## config.mk

```make
export PLATFORM = sky130hd
export DESIGN_NAME = vector_capture
export DESIGN_NICKNAME = d
export VERILOG_FILES = /design/src/rtl/vector_capture.sv
export SDC_FILE = /design/constraint.sdc
export NUM_CORES = 1
export LEC_CHECK = 0
export ABC_AREA = 1
export CAP_MARGIN = 5
export CELL_PAD_IN_SITES_DETAIL_PLACEMENT = 0
export CELL_PAD_IN_SITES_GLOBAL_PLACEMENT = 1
export CORE_AREA = 2 2 80 82
export CTS_CLUSTER_SIZE = 14
export DETAILED_ROUTE_END_ITERATION = 7
export DIE_AREA = 0 0 82 84
export PLACE_DENSITY_LB_ADDON = 0.2
export SLEW_MARGIN = 40
export SYNTH_ARGS = -nofsm -noshare
export SYNTH_HDL_FRONTEND = slang
export SYNTH_SLANG_ARGS = --single-unit
export TNS_END_PERCENT = 5
```

## constraint.sdc

```tcl
create_clock -name clk -period 3.5 [get_ports clk]
set_input_delay 0.525 -clock clk [delete_from_list [all_inputs] [get_ports clk]]
set_output_delay 0.525 -clock clk [all_outputs]
set_load 0.02 [all_outputs]
```

## src/rtl/vector_capture.sv

```systemverilog
// vector_capture: records {stimulus, response} pairs from a unit under test
// into a small vector memory and streams them back, in capture order, over a
// valid/ready port. The packed word layout {sample_in, sample_out} matches the
// layout the vector-file checkers read, so a dump can be replayed as a golden
// .tv file.

module vector_capture #(
    parameter int IN_W  = 1,
    parameter int OUT_W = 1,
    parameter int DEPTH = 11
) (
    input  logic                    clk,
    input  logic                    reset,
    input  logic                    start,
    input  logic                    stop,
    input  logic                    sample_valid,
    input  logic [IN_W-1:0]         sample_in,
    input  logic [OUT_W-1:0]        sample_out,
    input  logic                    dump_start,
    input  logic                    out_ready,
    output logic                    out_valid,
    output logic [IN_W+OUT_W-1:0]   out_data,
    output logic                    out_last,
    output logic [8:0]              count,
    output logic                    busy,
    output logic                    full,
    output logic                    overflow,
    output logic                    done
);

    localparam int WORD_W = IN_W + OUT_W;
    // Address width wide enough for DEPTH entries; a single-entry memory
    // still needs one address bit so the slices below stay legal.
    localparam int ADDR_W = (DEPTH > 1) ? $clog2(DEPTH) : 1;
    localparam logic [8:0] DEPTH_C = 9'(DEPTH);

    typedef enum logic [1:0] {
        ST_IDLE    = 2'd0,
        ST_CAPTURE = 2'd1,
        ST_DONE    = 2'd2,
        ST_DUMP    = 2'd3
    } state_t;

    // Vector storage; deliberately not reset so a capture survives a reset.
    logic [WORD_W-1:0] mem_r [0:DEPTH-1];

    state_t            state_r;
    state_t            state_s;
    logic [8:0]        count_r;
    logic [8:0]        count_s;
    logic [8:0]        rd_ptr_r;
    logic [8:0]        rd_ptr_s;
    logic              overflow_r;
    logic              overflow_s;
    logic              busy_r;
    logic              done_r;
    logic              full_r;
    logic              out_valid_r;

    logic              wr_en_s;
    logic [WORD_W-1:0] wr_word_s;
    logic [WORD_W-1:0] rd_word_s;
    logic              last_s;
    logic              xfer_s;

    assign wr_word_s = {sample_in, sample_out};

    // Read side: the word under rd_ptr, forced to zero outside a dump.
    always_comb begin
        rd_word_s = {WORD_W{1'b0}};
        last_s    = 1'b0;
        if (out_valid_r) begin
            rd_word_s = mem_r[rd_ptr_r[ADDR_W-1:0]];
            last_s    = (rd_ptr_r == (count_r - 9'd1));
        end else begin
            rd_word_s = {WORD_W{1'b0}};
            last_s    = 1'b0;
        end
    end

    // A word leaves only while it is being presented and downstream accepts.
    assign xfer_s = out_valid_r & out_ready;

    // Next-state logic: capture, close, dump and restart decisions.
    always_comb begin
        state_s    = state_r;
        count_s    = count_r;
        rd_ptr_s   = rd_ptr_r;
        overflow_s = overflow_r;
        wr_en_s    = 1'b0;
        case (state_r)
            ST_IDLE: begin
                if (start) begin
                    state_s = ST_CAPTURE;
                    count_s = 9'd0;
                end else begin
                    state_s = ST_IDLE;
                end
            end
            ST_CAPTURE: begin
                if (start) begin
                    // Restart drops any sample offered in the same cycle.
                    state_s = ST_CAPTURE;
                    count_s = 9'd0;
                end else begin
                    if (sample_valid && (count_r < DEPTH_C)) begin
                        wr_en_s = 1'b1;
                        count_s = count_r + 9'd1;
                    end else begin
                        count_s = count_r;
                    end
                    // A sample coinciding with stop is kept before closing.
                    if (stop || (count_s == DEPTH_C)) begin
                        state_s = ST_DONE;
                    end else begin
                        state_s = ST_CAPTURE;
                    end
                end
            end
            ST_DONE: begin
                if (start) begin
                    state_s    = ST_CAPTURE;
                    count_s    = 9'd0;
                    overflow_s = 1'b0;
                end else begin
                    if (sample_valid) begin
                        overflow_s = 1'b1;
                    end else begin
                        overflow_s = overflow_r;
                    end
                    // An empty capture has nothing to stream.
                    if (dump_start && (count_r != 9'd0)) begin
                        state_s  = ST_DUMP;
                        rd_ptr_s = 9'd0;
                    end else begin
                        state_s = ST_DONE;
                    end
                end
            end
            ST_DUMP: begin
                if (xfer_s) begin
                    rd_ptr_s = rd_ptr_r + 9'd1;
                    if (last_s) begin
                        state_s = ST_DONE;
                    end else begin
                        state_s = ST_DUMP;
                    end
                end else begin
                    rd_ptr_s = rd_ptr_r;
                    state_s  = ST_DUMP;
                end
            end
            default: begin
                state_s    = ST_IDLE;
                count_s    = 9'd0;
                rd_ptr_s   = 9'd0;
                overflow_s = 1'b0;
            end
        endcase
    end

    // State, pointers and output flags; flags are registered from next state.
    always_ff @(posedge clk) begin
        if (reset) begin
            state_r     <= ST_IDLE;
            count_r     <= 9'd0;
            rd_ptr_r    <= 9'd0;
            overflow_r  <= 1'b0;
            busy_r      <= 1'b0;
            done_r      <= 1'b0;
            full_r      <= 1'b0;
            out_valid_r <= 1'b0;
        end else begin
            state_r     <= state_s;
            count_r     <= count_s;
            rd_ptr_r    <= rd_ptr_s;
            overflow_r  <= overflow_s;
            busy_r      <= (state_s == ST_CAPTURE) || (state_s == ST_DUMP);
            done_r      <= (state_s == ST_DONE);
            full_r      <= (count_s == DEPTH_C);
            out_valid_r <= (state_s == ST_DUMP);
        end
    end

    // Memory write port; suppressed during reset so reset never stores data.
    always_ff @(posedge clk) begin
        if (wr_en_s && !reset) begin
            mem_r[count_r[ADDR_W-1:0]] <= wr_word_s;
        end
    end

    assign out_valid = out_valid_r;
    assign out_data  = rd_word_s;
    assign out_last  = last_s;
    assign count     = count_r;
    assign busy      = busy_r;
    assign full      = full_r;
    assign overflow  = overflow_r;
    assign done      = done_r;

endmodule

```

Word-level counts from Yosys, hierarchy flattened
Memory sizes are Yosys's and may differ from the RTL's. A register that Yosys moved wholly into a read port is not among the register bits.
Index checks and enable logic that the tools add are counted.
{ "classes": {"n_addsub": 3, "n_mul": 0, "n_div": 0, "order_cmp": 1, "n_eq_ne": 12, "shift": 0, "mux": 29, "bitwise": 1, "n_reduce_logical": 13} }
{ "op_table": {"columns": ["operator", "count"], "rows": [
  ["2-to-1 mux 9 bit", 8],
  ["case mux 9 bit (2 select lines)", 2],
  ["adder 9 x 1 -> 9 bit, second input constant", 2],
  ["== test 9 x 4 -> 1 bit, second input constant", 2],
  ["2-to-1 mux 1 bit", 11],
  ["2-to-1 mux 2 bit", 5],
  ["== test 9 bit", 1],
  ["< comparator 9 x 4 -> 1 bit, second input constant", 1],
  ["nonzero test 9 bit", 1],
  ["subtractor 9 x 1 -> 9 bit, second input constant", 1],
  ["== test 2 bit, second input constant", 4],
  ["2-to-1 mux 4 bit", 2],
  ["case mux 2 bit (4 select lines)", 1],
  ["inequality test 2 bit, second input constant", 3],
  ["== test 2 x 1 -> 1 bit, second input constant", 2],
  ["AND reduction 4 bit", 1],
  ["nonzero test 2 bit", 2],
  ["logical AND 1 bit", 3],
  ["zero test 2 bit", 1],
  ["logical OR 1 bit", 2],
  ["AND reduction 2 bit", 1],
  ["OR reduction 2 bit", 1],
  ["AND 1 bit", 1],
  ["zero test 1 bit", 1]
]} }
{ "totals": {"reg_bits": 25, "latch_bits": 0, "mem_bits_rw": 22, "mem_bits_ro": 0, "in_bits": 9, "output_inout_bits": 17, "wordCells": 68, "n_memories": 1} }
{ "mem_list": {"columns": ["name", "words", "width", "rd", "rd_clocked_by_memory_dff", "wr", "line", "rtl"], "rows": [
  ["mem_r", 11, 2, 1, 1, 1, "45", "logic [WORD_W-1:0] mem_r [0:DEPTH-1];"]
]} }

Logic depth before layout (Yosys ltp)
Gate-level depths: netlist of run 1.
{ "logic_depth": {"ltp_word": 12, "mapped_depth": 15, "ltp_nobuf": 15} }

Worst setup path after synthesis of run 1
Ideal clock, no wire load.
{ "synth_path": {"path_kind": "register to output", "startpoint": "reg count_r[0] (netlist: count[0])", "endpoint": "out out_last", "t_arrival_ns": 2.024, "t_required_ns": 2.975, "setup_slack_ns": 0.951, "stages_incl_launch_ff": 10, "n_path_buf": 0, "path_cell_list": "dfxtp_1 -> inv_2 -> ha_1 -> nand2_2 -> inv_1 -> nand2_1 -> nand2_1 -> nand2_1 -> nand3_1 -> nor4_1"} }
{ "synth_via": {"elab_chain_len": 3} }
{ "synth_lines": {"columns": ["item", "line", "rtl"], "rows": [
  ["start: declaration", "49", "logic [8:0] count_r;"],
  ["start signal: assignment", "175", "count_r <= count_s;"],
  ["subtractor 9 x 1 -> 9 bit", "74", "last_s = (rd_ptr_r == (count_r - 9'd1));"],
  ["== test 9 bit", "74", null],
  ["2-to-1 mux 1 bit", "72", "if (out_valid_r) begin"],
  ["end: declaration", "23", "output logic out_last,"]
]} }
No other way between the ends.

Final worst setup path of run 1
Same ends and word-level chain as after synthesis.

==> results of run 1 <==
==> worst register-to-register path, delay by kind of cell (launching register included) <==
kind | cells | cell delay [ns]
AO/OA/AOI/OAI | 4 | 0.90
flip-flops | 1 | 0.51
adder cells (fa/ha/maj) | 1 | 0.24
buffers and inverters | 1 | 0.13
AND/OR/NAND/NOR | 3 | 0.29
==> placed cells by master, fill, tap and decap left out, types with 2 or more instances in the layout <==
cell type        instances
a21oi_1                 12
clkbuf_8                 5
clkdlybuf4s50_1         25
clkinv_4                 2
dfxtp_1                 29
edfxtp_1                22
ha_1                     6
inv_1                   44
inv_2                    2
nand2_1                 64
nand2_2                  4
nand3_1                 24
nand3_2                  2
nand4_1                  6
nor2_1                  58
nor2_4                   5
nor3_1                   7
o211ai_1                 2
o21ai_0                 19
o21ai_1                  3
o21bai_1                 2
o221ai_1                 5
xor2_1                   2
==> registers in the layout, indices dropped and copies added (netlist names), named ones only <==
signal,cells
mem_r,22
count,9
rd_ptr_r,9
state_r,2
busy,1
done,1
full,1
out_valid,1
overflow,1
==> metal layers <==
layer	vias to the layer above	track usage (%)
met3	6	3.79
met2	35	30.9
met5	-	0
met4	0	5.76
met1	992	26.0
li1	1161	-
==> kinds of logic after synthesis <==
logic type / count (synthesis) / share of synthesized area [%]
AND/OR/NAND/NOR: 174 / 29.6
buffers and inverters: 52 / 8.03
XOR/XNOR: 3 / 0.992
AO/OA/AOI/OAI: 50 / 11.7
adder cells (fa/ha/maj): 6 / 2.83
flip-flops: 51 / 46.9
==> worst max path at each step <==
stage              from       end
5_1_grt        count[0]  out_last
3_3_place_gp   count[0]  out_last
2_1_floorplan  count[0]  out_last
3_5_place_dp   count[0]  out_last
4_1_cts        count[0]  out_last
6_report       count[0]  out_last
==> power by group through the flow <==
stage	Clock, W	Sequential (W)	Combinational, W
after floorplan	0	0.000648	0.0000735
after global placement	0	0.000644	0.000116
after detailed placement	0	0.000645	0.000117
after CTS	0.000348	0.000631	0.000118
after global routing	0.000367	0.000633	0.000133
final	0.000336	0.000631	0.000117
==> metrics by stage <==
stage | total power, W | cells | utilization (%) | area, um2
final | 0.00108 | 442 | 50.1 | 3060
after global routing | 0.00113 | 442 | 50.1 | 3060
after CTS | 0.00110 | 442 | 50.1 | 3060
after detailed placement | 0.000762 | 434 | 48.6 | 2970
after global placement | 0.000761 | 434 | 48.6 | 2970
after floorplan | 0.000721 | 336 | - | 2650
==> cell type report <==
class	instances	area (um2)	share of cell area, %
Clock inverter	2	17.5	0.573
Sequential cell	51	1240	40.6
Inverter	48	183	5.98
Clock buffer	6	72.6	2.38
Timing Repair Buffer	25	250	8.19
Tap cell	77	96.3	3.15
Multi-Input combinational cell	233	1190	39.1
==> impl_metrics.toml, run 1 <==
[route]
wl_met2_um = 2810
drtAntennaViolNets = 0
highest_layer = "met4"
vias_per_cell = 4.96
route.vias.total = 2194
dr.pass1.iters = 4
m1WireLength_um = 2910
wl_per_cell_um = 13.5
routed_wl_um = 5970
drc = 0
drt_iter0_drc = 126
met3_length_um = 152

[setup_path]
cp-start-kind = "register"
critPathBufInv = 3
required_ns = 2.97
max_stage_delay_ns = 0.64
cpMostUsedCell = "nand2_1"
cp.depth = 10
rr_worst_depth = 9
slowest_stage = "clkdlybuf4s50_1"
r2r_slack_ns = 1.30
cp.arrival_ns = 2.57
cp_max_fo = 9
r2r-start = "count[0]"
worstSetupEndpointType = "output pin"
critPathTopFamily = "buffers and inverters"
worstReg2RegEnd = "rd_ptr_r[3]"
path_cells = "inv_2 > ha_1 > nand2_2 > inv_1 > nand2_1 > nand2_1 > nand2_1 > nand3_1 > nor4_1 > clkdlybuf4s50_1"
critPathKind = "register to output pin"

[placement]
hpwlAfterDp_um = 4650
io_buffers = 25
finalWeightedCongestion = 0.877
pre_cts_ws_ns = 0.724

[floorplanning]
top_level_ports = 26
die_h_um = 84
core_um2 = 6100
initial_core_util_pct = 43.5
die_area_um2 = 6890
die_w_um = 82
rows = 29

[yosys]
yosysTopAreaCellShare_pct = 24.9
yosys.area.top_type = "edfxtp_1"
synth_edf_count = 22
dominantRegCellSynth = "dfxtp_1"
yosysWarnings = 0
synthTopCellsByArea = "edfxtp_1, dfxtp_1, nand2_1"
avgSynthCellArea_um2 = 7.88
ys_ff_latch = 51
ys_seq_area_share_pct = 46.9
synthArstFlopShare_pct = 0
synthesis.nets = 351
ys_types = 36
syn_area_um2 = 2650
synthTopCellsByCount = "nand2_1, nor2_1, inv_1"
synth_most_common_cell = "nand2_1"
syn_inst = 336

[status]
status = "finished, final reports clean"

[cts]
clock_path_buffers = 2
cts_resized = 0
tritoncts = "done"
postCtsSetupBuffers = 0
cts.sinks = 51
root_buffer = "clkbuf_8"
htree_num_levels = 2
clock_latency_ns = 0.30
numCtsBuffers = 5
clk_pin_slew_ns = 0.09
hold_buffers = 0

[global_routing]
antenna_found_initial = 0
grt_pass1_wl_um = 10100
grt_max_degree = 17
gr-total-overflow = 0
track_usage_pct = 19.3
grt_pass1_vias = 2151

[pwr]
p_sw_share_pct = 25.1
clkPwrFrac_pct = 31.0
power_frac_comb_pct = 10.8
power_frac_seq_pct = 58.2
p_sw_w = 0.000273
ir_worst_vdd_mv = 0.162
power_density_nw_per_um2 = 355
p_leak_nw = 1.25
p_int_w = 0.000812

[sta]
fmax_mhz = 323
grt_setup_unrepaired = "no"
tightest_slew_ns = 0.660
max_slew_margin_pct = 55.7
slew_violations = 0
finalSetupTns_ns = 0
finalCriticalPeriod_ns = 3.09
hold_slack_ns = 0.504
final-setup-viol-count = 0
timing.final.crit_share_pct = 88.4
layout_setup_ws_ns = 0.407
fin_worst_skew_ns = 0.00957
finalHoldViolCount = 0

[worst_hold_path]
min_to = "rd_ptr_r[8]"
min_from = "rd_ptr_r[8]"
min_path_type = "register to register"
min_path_cells = 1

[layout]
diodes = 0
fillers = 605
area_delta_synth_final_pct = 15.4
nets = 379
layout-drive-gt1-share_pct = 6.85

[flow_run]
max_cap_violations = 0
Power figures use the tool's default switching activity.
==> inputs of run 2 (changes only) <==
--- a/config.mk
+++ b/config.mk
@@ -6,6 +6,7 @@
 export NUM_CORES = 1
 export LEC_CHECK = 0
 export ABC_AREA = 1
+export ABC_CLOCK_PERIOD_IN_PS = 3500
 export CAP_MARGIN = 5
 export CELL_PAD_IN_SITES_DETAIL_PLACEMENT = 0
 export CELL_PAD_IN_SITES_GLOBAL_PLACEMENT = 1
@@ -13,7 +14,8 @@
 export CTS_CLUSTER_SIZE = 14
 export DETAILED_ROUTE_END_ITERATION = 7
 export DIE_AREA = 0 0 82 84
-export PLACE_DENSITY_LB_ADDON = 0.2
+export PLACE_DENSITY = 0.88
+export SETUP_SLACK_MARGIN = 0.05
 export SLEW_MARGIN = 40
 export SYNTH_ARGS = -nofsm -noshare
 export SYNTH_HDL_FRONTEND = slang
==> impl_metrics.toml, run 2 (synthesized netlist as in run 1, its figures left out) <==
[setup_path]
cp-start-kind = "register"
cp_max_fo = 9
r2r_slack_ns = 1.26
rr_worst_depth = 9
required_ns = 2.97
cp.arrival_ns = 2.65
critPathKind = "register to output pin"
worstSetupEndpointType = "output pin"

[status]
status = "finished, final reports clean"

[placement]
io_buffers = 25
dp_cells = 434
hpwlAfterDp_um = 4640
pre_cts_ws_ns = 0.701
finalWeightedCongestion = 0.821

[global_routing]
grt_pass1_wl_um = 10200
gr-total-overflow = 0
grt_max_degree = 19
antenna_found_initial = 0
track_usage_pct = 19.2
grt_pass1_vias = 2213

[worst_hold_path]
min_path_type = "register to register"
min_path_cells = 1

[sta]
grt_setup_unrepaired = "no"
tightest_slew_ns = 0.671
finalCriticalPeriod_ns = 3.18
hold_slack_ns = 0.507
finalSetupTns_ns = 0
fmax_mhz = 315
max_slew_margin_pct = 55.0
fin_worst_skew_ns = 0.0113
layout_setup_ws_ns = 0.325
finalHoldViolCount = 0
final-setup-viol-count = 0
slew_violations = 0
timing.final.crit_share_pct = 90.7

[layout]
regArea_um2 = 1240
final_cell_mix = "nand2_1, nor2_1, inv_1, dfxtp_1, clkdlybuf4s50_1"
fillers = 617
layout_commonest_cell = "nand2_1"
layout-drive-gt1-share_pct = 7.12
area_delta_synth_final_pct = 15.6
diodes = 0
largest_reg_flops = 22
nets = 379
multiInputGateArea_um2 = 1190
finalNonFillerCells = 442

[pwr]
p_leak_nw = 1.26
power_density_nw_per_um2 = 360
ir_worst_vdd_mv = 0.159

[route]
dr.pass1.iters = 4
drc = 0
drt_iter0_drc = 94
drtAntennaViolNets = 0
routed_wl_um = 5880
vias_per_cell = 5.09
wl_per_cell_um = 13.3
route.vias.total = 2250

[cts]
clk_pin_slew_ns = 0.09
cts.sinks = 51
tritoncts = "done"
cts_resized = 0
htree_num_levels = 2
root_buffer = "clkbuf_8"
postCtsSetupBuffers = 0
clock_latency_ns = 0.31
hold_buffers = 0
numCtsBuffers = 5
clock_path_buffers = 2

[floorplanning]
die_area_um2 = 6890
initial_core_util_pct = 43.5
die_h_um = 84
top_level_ports = 26
die_w_um = 82
rows = 29
core_um2 = 6100

[flow_run]
max_cap_violations = 0
## run 2: cell count changes in the layout (fill, tap and decap cells not counted)
cell	before	now
clkbuf_1	1	0
inv_8	0	1
## run 2: final cells by class
| class | instances | area share [%] |
|---|---|---|
| sequential | 51 | 40.5 |
| multi-input combinational | 233 | 39.0 |
| timing repair buffer | 25 | 8.17 |
| inverter | 48 | 5.96 |
| tap | 77 | 3.15 |
| clock buffer | 5 | 2.25 |
| clock inverter | 3 | 0.940 |
## run 2: through the flow
stage / instance area, um2 / util (%) / total power [W]
after floorplan: 2650 / - / 0.000721
after global placement: 2970 / 48.6 / 0.000761
after detailed placement: 2970 / 48.6 / 0.000762
after CTS: 3060 / 50.2 / 0.00112
after global routing: 3060 / 50.2 / 0.00115
final: 3060 / 50.2 / 0.00110
## run 2: report_power, final
| part | internal (W) | switching (W) | leakage, nW | total [W] |
|---|---|---|---|---|
| Clock | 0.000148 | 0.000207 | 0.0502 | 0.000356 |
| Combinational | 0.0000432 | 0.0000738 | 0.773 | 0.000117 |
| Sequential | 0.000625 | 0.00000625 | 0.432 | 0.000631 |
| Total | 0.000816 | 0.000287 | 1.26 | 0.00110 |
## run 2: per-layer routing
layer  up-vias  share of wire (%)  GRT usage (%)
met5         -                  0              0
met4         0                1.9           6.52
met3        13                3.6           3.03
met2        47                 51           31.5
met1      1030                 44           25.3
li1       1160                  -              -
## run 2: worst paths after layout
path / from / to
hold / removal: rd_ptr_r[8] / rd_ptr_r[8]
hold reg to reg: rd_ptr_r[8] / rd_ptr_r[8]
setup reg to reg: count[0] / rd_ptr_r[3]
setup / recovery: count[0] / out_last
## run 2: critical path, stage by stage, from the launching register on
cell,delay (ns)
dfxtp_1,0.52
inv_2,0.13
ha_1,0.29
nand2_2,0.11
inv_1,0.05
nand2_1,0.07
nand2_1,0.05
nand2_1,0.05
nand3_1,0.09
nor4_1,0.31
clkdlybuf4s50_1,0.66
